[config.mk]
export PLATFORM = sky130hd
export DESIGN_NAME = bcd_conv_arbiter
export DESIGN_NICKNAME = d
export VERILOG_FILES = /design/src/rtl/bcd_conv_arbiter.sv
export SDC_FILE = /design/constraint.sdc
export NUM_CORES = 1
export LEC_CHECK = 0
export ABC_AREA = 1
export CAP_MARGIN = 20
export CORE_AREA = 5 5 109 111
export CTS_CLUSTER_DIAMETER = 30
export DETAILED_ROUTE_END_ITERATION = 16
export DIE_AREA = 0 0 114 116
export GPL_ROUTABILITY_DRIVEN = 0
export PLACE_DENSITY = 0.7
export SLEW_MARGIN = 20
export SYNTH_ARGS = -nofsm -noshare
export SYNTH_HDL_FRONTEND = slang
export SYNTH_SLANG_ARGS = --single-unit
[constraint.sdc]
create_clock -name clk -period 5.35 [get_ports clk]
set_input_delay 1.605 -clock clk [delete_from_list [all_inputs] [get_ports clk]]
set_output_delay 1.605 -clock clk [all_outputs]
set_load 0.02 [all_outputs]
[src/rtl/bcd_conv_arbiter.sv]
// bcd_conv_arbiter
// Shares one external binary-to-BCD converter among NREQ clients using
// round-robin arbitration and valid/ready handshakes on both sides.
//
// state | meaning
// ------+--------------------------------------------------------------
// IDLE  | arbitrate; accept the round-robin winner's operand
// CONV  | operand held on conv_bin, waiting CONV_LAT cycles for result
// RESP  | result offered to the granted client until it takes it
module bcd_conv_arbiter #(
  parameter int NREQ     = 4,
  parameter int BIN_W    = 20,
  parameter int BCD_W    = 32,
  parameter int CONV_LAT = 1,
  parameter int GID_W    = 3
) (
  input  logic                   clk,
  input  logic                   rst_n,
  input  logic [NREQ-1:0]        req_valid,
  input  logic [NREQ*BIN_W-1:0]  req_bin,
  output logic [NREQ-1:0]        req_ready,
  output logic [BIN_W-1:0]       conv_bin,
  input  logic [BCD_W-1:0]       conv_bcd,
  output logic [NREQ-1:0]        rsp_valid,
  output logic [BCD_W-1:0]       rsp_bcd,
  input  logic [NREQ-1:0]        rsp_ready,
  output logic                   busy,
  output logic [GID_W-1:0]       grant_id
);

  localparam logic [1:0] S_IDLE = 2'd0;
  localparam logic [1:0] S_CONV = 2'd1;
  localparam logic [1:0] S_RESP = 2'd2;

  // Counter only needs to hold CONV_LAT-1; keep at least one bit.
  localparam int CNT_W = (CONV_LAT > 1) ? $clog2(CONV_LAT) : 1;
  // Per-client vectors are widened to 2**GID_W entries so they can be
  // indexed directly by a GID_W-bit client number.
  localparam int SLOTS = 1 << GID_W;

  logic [1:0]       state_q, state_d;
  logic [CNT_W-1:0] cnt_q, cnt_d;
  logic [BIN_W-1:0] conv_bin_q, conv_bin_d;
  logic [BCD_W-1:0] rsp_bcd_q, rsp_bcd_d;
  logic [GID_W-1:0] grant_q, grant_d;
  logic [GID_W-1:0] last_q, last_d;

  logic [SLOTS-1:0] valid_pad;
  logic [SLOTS-1:0] ready_pad;
  logic [BIN_W-1:0] bin_arr [SLOTS];

  logic             win_found;
  logic [GID_W-1:0] win_idx;
  logic [GID_W:0]   cand;

  assign valid_pad = SLOTS'(req_valid);
  assign ready_pad = SLOTS'(rsp_ready);

  // Unpack client operands; unused slots read as zero.
  always_comb begin
    for (int i = 0; i < SLOTS; i++) begin
      bin_arr[i] = '0;
    end
    for (int i = 0; i < NREQ; i++) begin
      bin_arr[i] = req_bin[i*BIN_W +: BIN_W];
    end
  end

  // Round-robin search starting just after the last served client.
  always_comb begin
    win_found = 1'b0;
    win_idx   = '0;
    cand      = '0;
    for (int k = 1; k <= NREQ; k++) begin
      cand = {1'b0, last_q} + (GID_W+1)'(k);
      if (cand >= (GID_W+1)'(NREQ)) begin
        cand = cand - (GID_W+1)'(NREQ);
      end
      if (!win_found && valid_pad[cand[GID_W-1:0]]) begin
        win_found = 1'b1;
        win_idx   = cand[GID_W-1:0];
      end
    end
  end

  // Next-state and datapath update for the IDLE/CONV/RESP sequence.
  always_comb begin
    state_d    = state_q;
    cnt_d      = cnt_q;
    conv_bin_d = conv_bin_q;
    rsp_bcd_d  = rsp_bcd_q;
    grant_d    = grant_q;
    last_d     = last_q;
    case (state_q)
      S_IDLE: begin
        // A winner always sees req_ready, so finding one means a transfer.
        if (win_found) begin
          conv_bin_d = bin_arr[win_idx];
          grant_d    = win_idx;
          cnt_d      = CNT_W'(CONV_LAT - 1);
          state_d    = S_CONV;
        end
      end
      S_CONV: begin
        if (cnt_q == '0) begin
          rsp_bcd_d = conv_bcd;
          state_d   = S_RESP;
        end else begin
          cnt_d = cnt_q - CNT_W'(1);
        end
      end
      S_RESP: begin
        if (ready_pad[grant_q]) begin
          last_d  = grant_q;
          state_d = S_IDLE;
        end
      end
      default: begin
        state_d = S_IDLE;
      end
    endcase
  end

  // Handshake outputs are decoded from state and the current winner.
  always_comb begin
    req_ready = '0;
    rsp_valid = '0;
    if (state_q == S_IDLE && win_found) begin
      req_ready = NREQ'(1) << win_idx;
    end
    if (state_q == S_RESP) begin
      rsp_valid = NREQ'(1) << grant_q;
    end
  end

  assign busy     = (state_q != S_IDLE);
  assign conv_bin = conv_bin_q;
  assign rsp_bcd  = rsp_bcd_q;
  assign grant_id = grant_q;

  // State registers; reset drops any job in flight and gives client 0 priority.
  always_ff @(posedge clk or negedge rst_n) begin
    if (!rst_n) begin
      state_q    <= S_IDLE;
      cnt_q      <= '0;
      conv_bin_q <= '0;
      rsp_bcd_q  <= '0;
      grant_q    <= '0;
      last_q     <= GID_W'(NREQ - 1);
    end else begin
      state_q    <= state_d;
      cnt_q      <= cnt_d;
      conv_bin_q <= conv_bin_d;
      rsp_bcd_q  <= rsp_bcd_d;
      grant_q    <= grant_d;
      last_q     <= last_d;
    end
  end

endmodule

# Yosys cells after proc, flatten, opt, wreduce, memory -nomap -nowiden
# Index checks and enable logic that the tools add are counted.
# op_classes
add_sub_neg	9
order_cmp	10
eq_ne	5
shift	2
n_mux	34
bitwise	2
n_reduce_logical	15
# ops
cell	n
binary-select mux 20 bit (select 3 bit)	1
two-way mux 20 bit	2
two-way mux 3 bit	8
less-than comparator 3 x 4 -> 1 bit (second input constant)	5
>= comparator 4 x 3 -> 1 bit (second input constant)	4
binary-select mux 1 bit (select 3 bit)	5
subtractor 3 bit (second input constant)	4
two-way mux 1 bit	11
adder 3 x 2 -> 4 bit (second input constant)	2
two-way mux 4 bit	2
AND reduction 2 bit	4
<< shifter 1 x 3 -> 4 bit (first input constant)	2
two-way mux 2 bit	3
!= test 2 bit (second input constant)	3
case mux 2 bit (3 select lines)	1
adder 3 x 1 -> 4 bit (second input constant)	1
adder 3 x 3 -> 4 bit (second input constant)	1
>= comparator 4 bit (second input constant)	1
logical AND 1 bit	4
inverter 3 -> 4 bit	1
nonzero test 2 bit	2
logical NOT 1 bit	3
AND reduction 3 bit	1
== test 2 x 1 -> 1 bit (second input constant)	1
other kinds (5)	5
# word_totals
ff_bits	61
word_cells	83

# Depth between registers and ports, before layout
# Gate-level depths: netlist (run 1).
# logic_depth
depth_word	19
depth_mapped	17
depth_no_buf	15

# Worst setup path before layout (run 1)
# Ideal clock, no wire load.
# synth_path
path_type	input to output
start	input port req_valid[2]
end	output port req_ready[0]
arrival_time_ns	2.966
required_ns	3.745
setup_slack_ns	0.779
cell_stages	9
path_buffers	1
cell_sequence	nand2_1 nand3_2 nand3_2 nand2_2 nor2_4 nand3_1 nand3_2 buf_2 nor3_1
# synth_between
elab_chain_len	14
word_cells_on_any_way	25
classes_between	shift: 1; mux: 17; reduce/logical: 7
# synth_lines
item	line_no	source
start: declaration	19	input logic [NREQ-1:0] req_valid,
binary-select mux 1 bit (select 3 bit)	79	if (!win_found && valid_pad[cand[GID_W-1:0]]) begin
two-way mux 1 bit (not written as such)	79	
two-way mux 1 bit	79	
logical NOT 1 bit	79	
logical AND 1 bit	79	
two-way mux 1 bit	79	
logical NOT 1 bit	79	
logical AND 1 bit	79	
two-way mux 1 bit	79	
logical NOT 1 bit	79	
logical AND 1 bit	79	
two-way mux 3 bit / two-way mux 1 bit (equally long branches)	79	
<< shifter 1 x 3 -> 4 bit / logical AND 1 bit (equally long branches)	129, 128	
two-way mux 4 bit *	128	if (state_q == S_IDLE && win_found) begin
end: declaration	21	output logic [NREQ-1:0] req_ready,
# Mark *: on every way between the ends. The rest lies on a longest branch, timed or not. The select of a mux whose other input is x is not followed.

# Worst setup path after layout (run 1)
# Same ends and word-level chain as after synthesis.

==> results of run 1 <==
==> power groups by stage <==
stage / clock [W] / combinational, W / sequential (W)
floorplan: 0 / 0.0000367 / 0.000496
global placement: 0 / 0.000183 / 0.000480
detailed placement: 0 / 0.000185 / 0.000480
CTS: 0.000385 / 0.000185 / 0.000472
global route: 0.000405 / 0.000198 / 0.000473
finish: 0.000366 / 0.000182 / 0.000472
==> final timing paths <==
check,start,to
min in group asynchronous,rst_n,conv_bin[11]
worst min-delay path,conv_bin[15],conv_bin[15]
max in group asynchronous,rst_n,rsp_bcd[13]
worst max register to register,last_q[0],conv_bin[4]
worst min register to register,conv_bin[15],conv_bin[15]
worst max-delay path,req_valid[2],req_ready[0]
==> logic make-up after synthesis <==
logic type / Yosys count
AOI/OAI and AO/OA: 5
adders and majority gates: 2
buffers and inverters: 109
DFF: 60
muxes: 32
and+or+nand+nor: 266
==> cell type report <==
class,count,area share [%]
multi-input combinational,305,28.6
tap,140,3.02
inverter,89,5.85
timing repair buffer,198,33.5
sequential,60,26.0
clock inverter,4,0.432
clock buffer,12,2.68
==> metrics by stage <==
step / setup slack [ns] / power, W / TNS, ns
floorplan: 0.779 / 0.000532 / 0
global placement: -0.0405 / 0.000663 / -0.0405
detailed placement: -0.0659 / 0.000665 / -0.112
CTS: 0.206 / 0.00104 / 0
global route: 0.00302 / 0.00108 / 0
finish: 0.207 / 0.00102 / 0
==> flip-flops by register name (all words and copies together) (netlist names) <==
signal    cells
conv_bin     20
rsp_bcd      32
last_q        3
state_q       2
grant_id      3
==> cells in the mapped netlist (all sizes together) <==
cell type	count
dfstp	2
nand3	92
a21oi	1
clkbuf	1
o21ai	4
nand4	5
or2	6
ha	2
inv	89
nor2	19
nor3	6
mux2	32
dfrtp	58
buf	19
nand2	138
==> critical path, cell delays in order <==
cell	delay, ns
clkdlybuf4s50_1	0.48
nand2_1	0.09
nand3_2	0.13
nand3_2	0.15
nand3_1	0.13
nand2_1	0.06
nor2_1	0.23
o21ai_4	0.11
nor3_1	0.17
dlygate4sd2_1	0.39
==> timing repair <==
item / in CTS / in global routing
hold endpoints to repair: 0 / 0
setup buffers: 0 / 0
endpoints found under the setup margin: 4 / 1
cloned: 0 / 0
resized for setup: 4 / 1
==> layer usage <==
metal  part of all wire [%]  vias to the layer above  global-route usage, %
li1                       -                     1851                      -
met1                     40                     1765                   19.6
met2                     53                      112                   30.7
met3                    6.5                        6                   4.91
met4                   0.82                        0                   3.96
met5                      0                        -                      0
==> flow_metrics.env, run 1 <==
export IMPL_rsz0062_at_grt="false"
export IMPL_post_route_period_util_pct=96.1
export IMPL_drc_errors=0
export IMPL_comb_power_share_pct=17.9
export IMPL_grt_max_degree=61
export IMPL_swShare_pct=23.9
export IMPL_crit_arrival_ns=3.54
export IMPL_start_util_pct=34.0
export IMPL_ant_nets=0
export IMPL_slew_headroom_pct=48.4
export IMPL_grt_pass1_vias=3753
export IMPL_fmax_mhz=194
export IMPL_syn_area_um2=3640
export IMPL_nFillCells=1042
export IMPL_port_buffers=185
export IMPL_worstSetupEndpointType="primary output"
export IMPL_fin_skew_ns=0.0104
export IMPL_p_seq_share_pct=46.2
export IMPL_vias=3734
export IMPL_layout_common_cells="clkdlybuf4s50_1, nand2_1, nand3_1"
export IMPL_synth_top_family_by_area="simple AND/OR/NAND/NOR gates"
export IMPL_maxCapViolCount=0
export IMPL_h_tree_depth=3
export IMPL_clk_pin_slew_ns=0.06
export IMPL_synthAdderAreaFrac_pct=0.687
export IMPL_grt_pass1_wl_um=18000
export IMPL_fin_area_um2=5790
export IMPL_drt_wl_total_um=11400
export IMPL_yosysTopAreaCell="dfrtp_1"
export IMPL_synth_nets=598
export IMPL_die_h_um=116
export IMPL_drt_pass1_iterations=4
export IMPL_status="finished, final reports clean"
export IMPL_grt_usage_pct=16.9
export IMPL_fp_dieW_um=114
export IMPL_cts_hold_buf=0
export IMPL_synth_top_cell_area_share_pct=39.8
export IMPL_p_clk_share_pct=35.9
export IMPL_finalHoldViolations=0
export IMPL_drv_slew=0
export IMPL_synth_yosys_warnings=0
export IMPL_max_vdd_ir_drop_v=0.000111
export IMPL_setup_viol=0
export IMPL_synth_simple_area_share_pct=33.9
export IMPL_placed_cells_incl_taps=792
export IMPL_fin_hold_ws_ns=0.479
export IMPL_p_leak_nw=2.86
export IMPL_startpoint_type="input port"
export IMPL_drive_gt1_share_pct=13.3
export IMPL_stdcell_count=808
export IMPL_synth_compound_area_share_pct=0.996
export IMPL_drt_iter0_markers=154
export IMPL_antenna_found_initial=0
export IMPL_critPathRequiredTime_ns=3.74
export IMPL_reg2regPathDepth=15
export IMPL_nets=787
export IMPL_placed_area_um2=5620
export IMPL_grt_overflow=0
export IMPL_area_growth_pct=59.1
export IMPL_syn_area_per_cell_um2=7.68
export IMPL_coreArea_um2=10700
export IMPL_rrSetupSlack_ns=2.46
export IMPL_critical_path_class="in -> out"
export IMPL_hpwl_um=9030
export IMPL_num_antenna_cells=0
export IMPL_powerDensity_nw_per_um2=176
export IMPL_io_pins=186
export IMPL_synthDistinctLibCells=26
export IMPL_ys_ff_latch=60
export IMPL_clockBufferDepth=2
export IMPL_switchingPower_w=0.000243
export IMPL_vias_per_cell=4.62
export IMPL_multi_input_area_um2=1660
export IMPL_final_common_cell="clkdlybuf4s50_1"
export IMPL_synth_seq_area_share_pct=41.3
export IMPL_tightest_slew_ns=0.774
export IMPL_intPower_w=0.000777
export IMPL_clk_latency_ns=0.33
export IMPL_syn_instance_count=474
export IMPL_cts_root_buf="clkbuf_8"
export IMPL_seqCellArea_um2=1500
export IMPL_synth_xor_area_share_pct=0
export IMPL_worstHoldPathCells=2
export IMPL_cts_tree="built"
export IMPL_crit_fanout=5
export IMPL_finalCriticalPeriod_ns=5.14
export IMPL_numCtsBuffers=9
export IMPL_dieArea_um2=13200
export IMPL_num_rows=38
export IMPL_synthMuxAreaShare_pct=9.89
export IMPL_finish_utilization_pct=54.2
export IMPL_clock_sinks=60
export IMPL_synth_area_leaders="dfrtp_1, nand2_1, nand3_1"
export IMPL_wl_per_cell_um=14.1
export IMPL_min_path_type="reg -> reg"
Power figures use the tool's default switching activity.
==> run 2: changes to the inputs <==
--- a/config.mk
+++ b/config.mk
@@ -12,6 +12,7 @@
 export DETAILED_ROUTE_END_ITERATION = 16
 export DIE_AREA = 0 0 114 116
 export GPL_ROUTABILITY_DRIVEN = 0
+export GPL_TIMING_DRIVEN = 0
 export PLACE_DENSITY = 0.7
 export SLEW_MARGIN = 20
 export SYNTH_ARGS = -nofsm -noshare
==> run 2 against run 1 <==
  * Sequential share of layout area shrank 0.51 points
  * Global-route usage is 0.81 points higher
  * Largest power group unchanged
  * Highest routed layer unchanged
  * First-iteration DRC count down 18%
  * Cell area increased by 2.0%
  * Count of clock-buffer cells in the layout decreased by 1
  * Fmax fell by 1.0%
  * Utilization grew 1.1 points
==> flow_metrics.env, run 2 (synthesis results as in run 1) <==
export IMPL_critical_path_class="in -> out"
export IMPL_grt_overflow=0
export IMPL_fin_hold_ws_ns=0.482
export IMPL_min_path_type="reg -> reg"
export IMPL_ant_nets=0
export IMPL_die_h_um=116
export IMPL_r2r_start="last_q[0]"
export IMPL_wl_met2_um=6080
export IMPL_drive_gt1_share_pct=14.2
export IMPL_slowest_stage="clkdlybuf4s50_1"
export IMPL_slew_headroom_pct=58.9
export IMPL_critPathRequiredTime_ns=3.74
export IMPL_final_common_cell="clkdlybuf4s50_1"
export IMPL_critical_path_cell_chain="clkdlybuf4s50_1, nand2_1, nand2_1, nor2_2, nor2_4, nand3_2, nor2_2, nor2_2, nand2_2, clkbuf_4, inv_2, nor2_1, dlygate4sd2_1"
export IMPL_wl_per_cell_um=14.3
export IMPL_post_route_period_util_pct=97.1
export IMPL_fp_dieW_um=114
export IMPL_crit_top_cell="nor2_2"
export IMPL_clk_pin_slew_ns=0.06
export IMPL_drt_wl_total_um=11700
export IMPL_finalHoldViolations=0
export IMPL_clk_latency_ns=0.33
export IMPL_crit_family="buffers and inverters"
export IMPL_maxCapViolCount=0
export IMPL_grt_pass1_vias=3970
export IMPL_grt_usage_pct=17.7
export IMPL_powerDensity_nw_per_um2=180
export IMPL_drt_iter0_markers=126
export IMPL_grt_max_degree=50
export IMPL_holdPathEnd="conv_bin[16]"
export IMPL_rrSetupSlack_ns=2.68
export IMPL_cts_hold_buf=0
export IMPL_grt_pass1_wl_um=18700
export IMPL_h_tree_depth=3
export IMPL_status="finished, final reports clean"
export IMPL_hpwl_um=9470
export IMPL_fmax_mhz=192
export IMPL_rsz0062_at_grt="false"
export IMPL_fin_skew_ns=0.00944
export IMPL_design_power_total_w=0.00106
export IMPL_start_util_pct=34.0
export IMPL_vias_per_cell=4.62
export IMPL_port_buffers=185
export IMPL_crit_fanout=10
export IMPL_reg2regPathDepth=16
export IMPL_io_pins=186
export IMPL_placed_cells_incl_taps=800
export IMPL_critPathMaxStageDelay_ns=0.50
export IMPL_crit_buf_inv=4
export IMPL_drc_errors=0
export IMPL_nets=797
export IMPL_stdcell_count=818
export IMPL_cts_root_buf="clkbuf_8"
export IMPL_max_vdd_ir_drop_v=0.000111
export IMPL_startpoint_type="input port"
export IMPL_layout_common_cells="clkdlybuf4s50_1, nand2_1, nand3_1"
export IMPL_clock_sinks=60
export IMPL_dieArea_um2=13200
export IMPL_cts_tree="built"
export IMPL_dr_wl_met3_um=870
export IMPL_largest_reg_flops=32
export IMPL_drt_pass1_iterations=4
export IMPL_tightest_slew_ns=0.617
export IMPL_top_layer_used="met4"
export IMPL_finish_utilization_pct=55.3
export IMPL_worstSetupEndpointType="primary output"
export IMPL_area_growth_pct=62.3
export IMPL_setup_viol=0
export IMPL_crit_arrival_ns=3.59
export IMPL_num_antenna_cells=0
export IMPL_vias=3783
export IMPL_numCtsBuffers=9
export IMPL_wl_met1_um=4610
export IMPL_worstHoldPathCells=2
export IMPL_finalCriticalPeriod_ns=5.20
export IMPL_num_rows=38
export IMPL_nFillCells=997
export IMPL_coreArea_um2=10700
export IMPL_clockBufferDepth=2
export IMPL_hp_start="conv_bin[16]"
export IMPL_antenna_found_initial=0
export IMPL_r2r_end="conv_bin[5]"
export IMPL_p_leak_nw=2.92
export IMPL_drv_slew=0
## run 2: metal layers
| metal | track usage [%] | up-vias |
|---|---|---|
| met1 | 20.4 | 1756 |
| li1 | - | 1876 |
| met4 | 4.59 | 0 |
| met5 | 0 | - |
| met2 | 31.8 | 133 |
| met3 | 5.59 | 18 |
## run 2: timing repair
item	in CTS	in global routing
resized for setup	5	7
endpoints found under the setup margin	4	4
setup buffers	0	2
pin swaps	1	1
## run 2: worst max-delay path by stage
stage | startpoint | endpoint | slack [ns] | cells after the start
6_report | req_valid[0] | req_ready[3] | 0.15 | 13
5_1_grt | req_valid[3] | req_ready[1] | 0.002 | 14
4_1_cts | req_valid[0] | req_ready[0] | 0.03 | 11
3_5_place_dp | req_valid[0] | req_ready[0] | -0.23 | 11
3_3_place_gp | req_valid[3] | req_ready[0] | -0.21 | 13
2_1_floorplan | req_valid[2] | req_ready[0] | 0.78 | 9
## run 2: power breakdown
part	internal [W]	leakage, nW	switching (W)
logic	0.000121	2.09	0.0000654
clock network	0.000225	0.0991	0.000178
registers	0.000466	0.731	0.00000601
## run 2: cell type report
cell class                      count  area [um2]  share of cell area (%)
Sequential cell                    60        1500                    25.4
Buffer                             20         149                    2.52
Clock buffer                       11         141                    2.39
Multi-Input combinational cell    305        1660                    28.1
Inverter                           89         342                    5.78
Timing Repair Buffer              188        1880                    31.9
Clock inverter                      5        52.6                   0.889
Tap cell                          140         175                    2.96
## run 2: stage by stage
stage | area [um2] | TNS [ns] | setup WS (ns)
floorplan | 3640 | 0 | 0.779
global placement | 5670 | -0.628 | -0.206
detailed placement | 5690 | -0.683 | -0.228
CTS | 5890 | 0 | 0.0256
global route | 5910 | 0 | 0.00180
finish | 5910 | 0 | 0.154
## run 2: worst reg2reg max path, cell delays in order, from the launching register on
cell and delay [ns]:
dfstp_2 0.54, buf_6 0.15, inv_6 0.05, ha_1 0.35
inv_1 0.18, nand3_2 0.13, nand3_2 0.13, nand2_2 0.09
nor2_4 0.12, nand3_2 0.10, nand2_2 0.11, buf_2 0.23
nand2_1 0.09, nand3_1 0.11, nand2_1 0.07, nand2_1 0.06
nand2_1 0.05
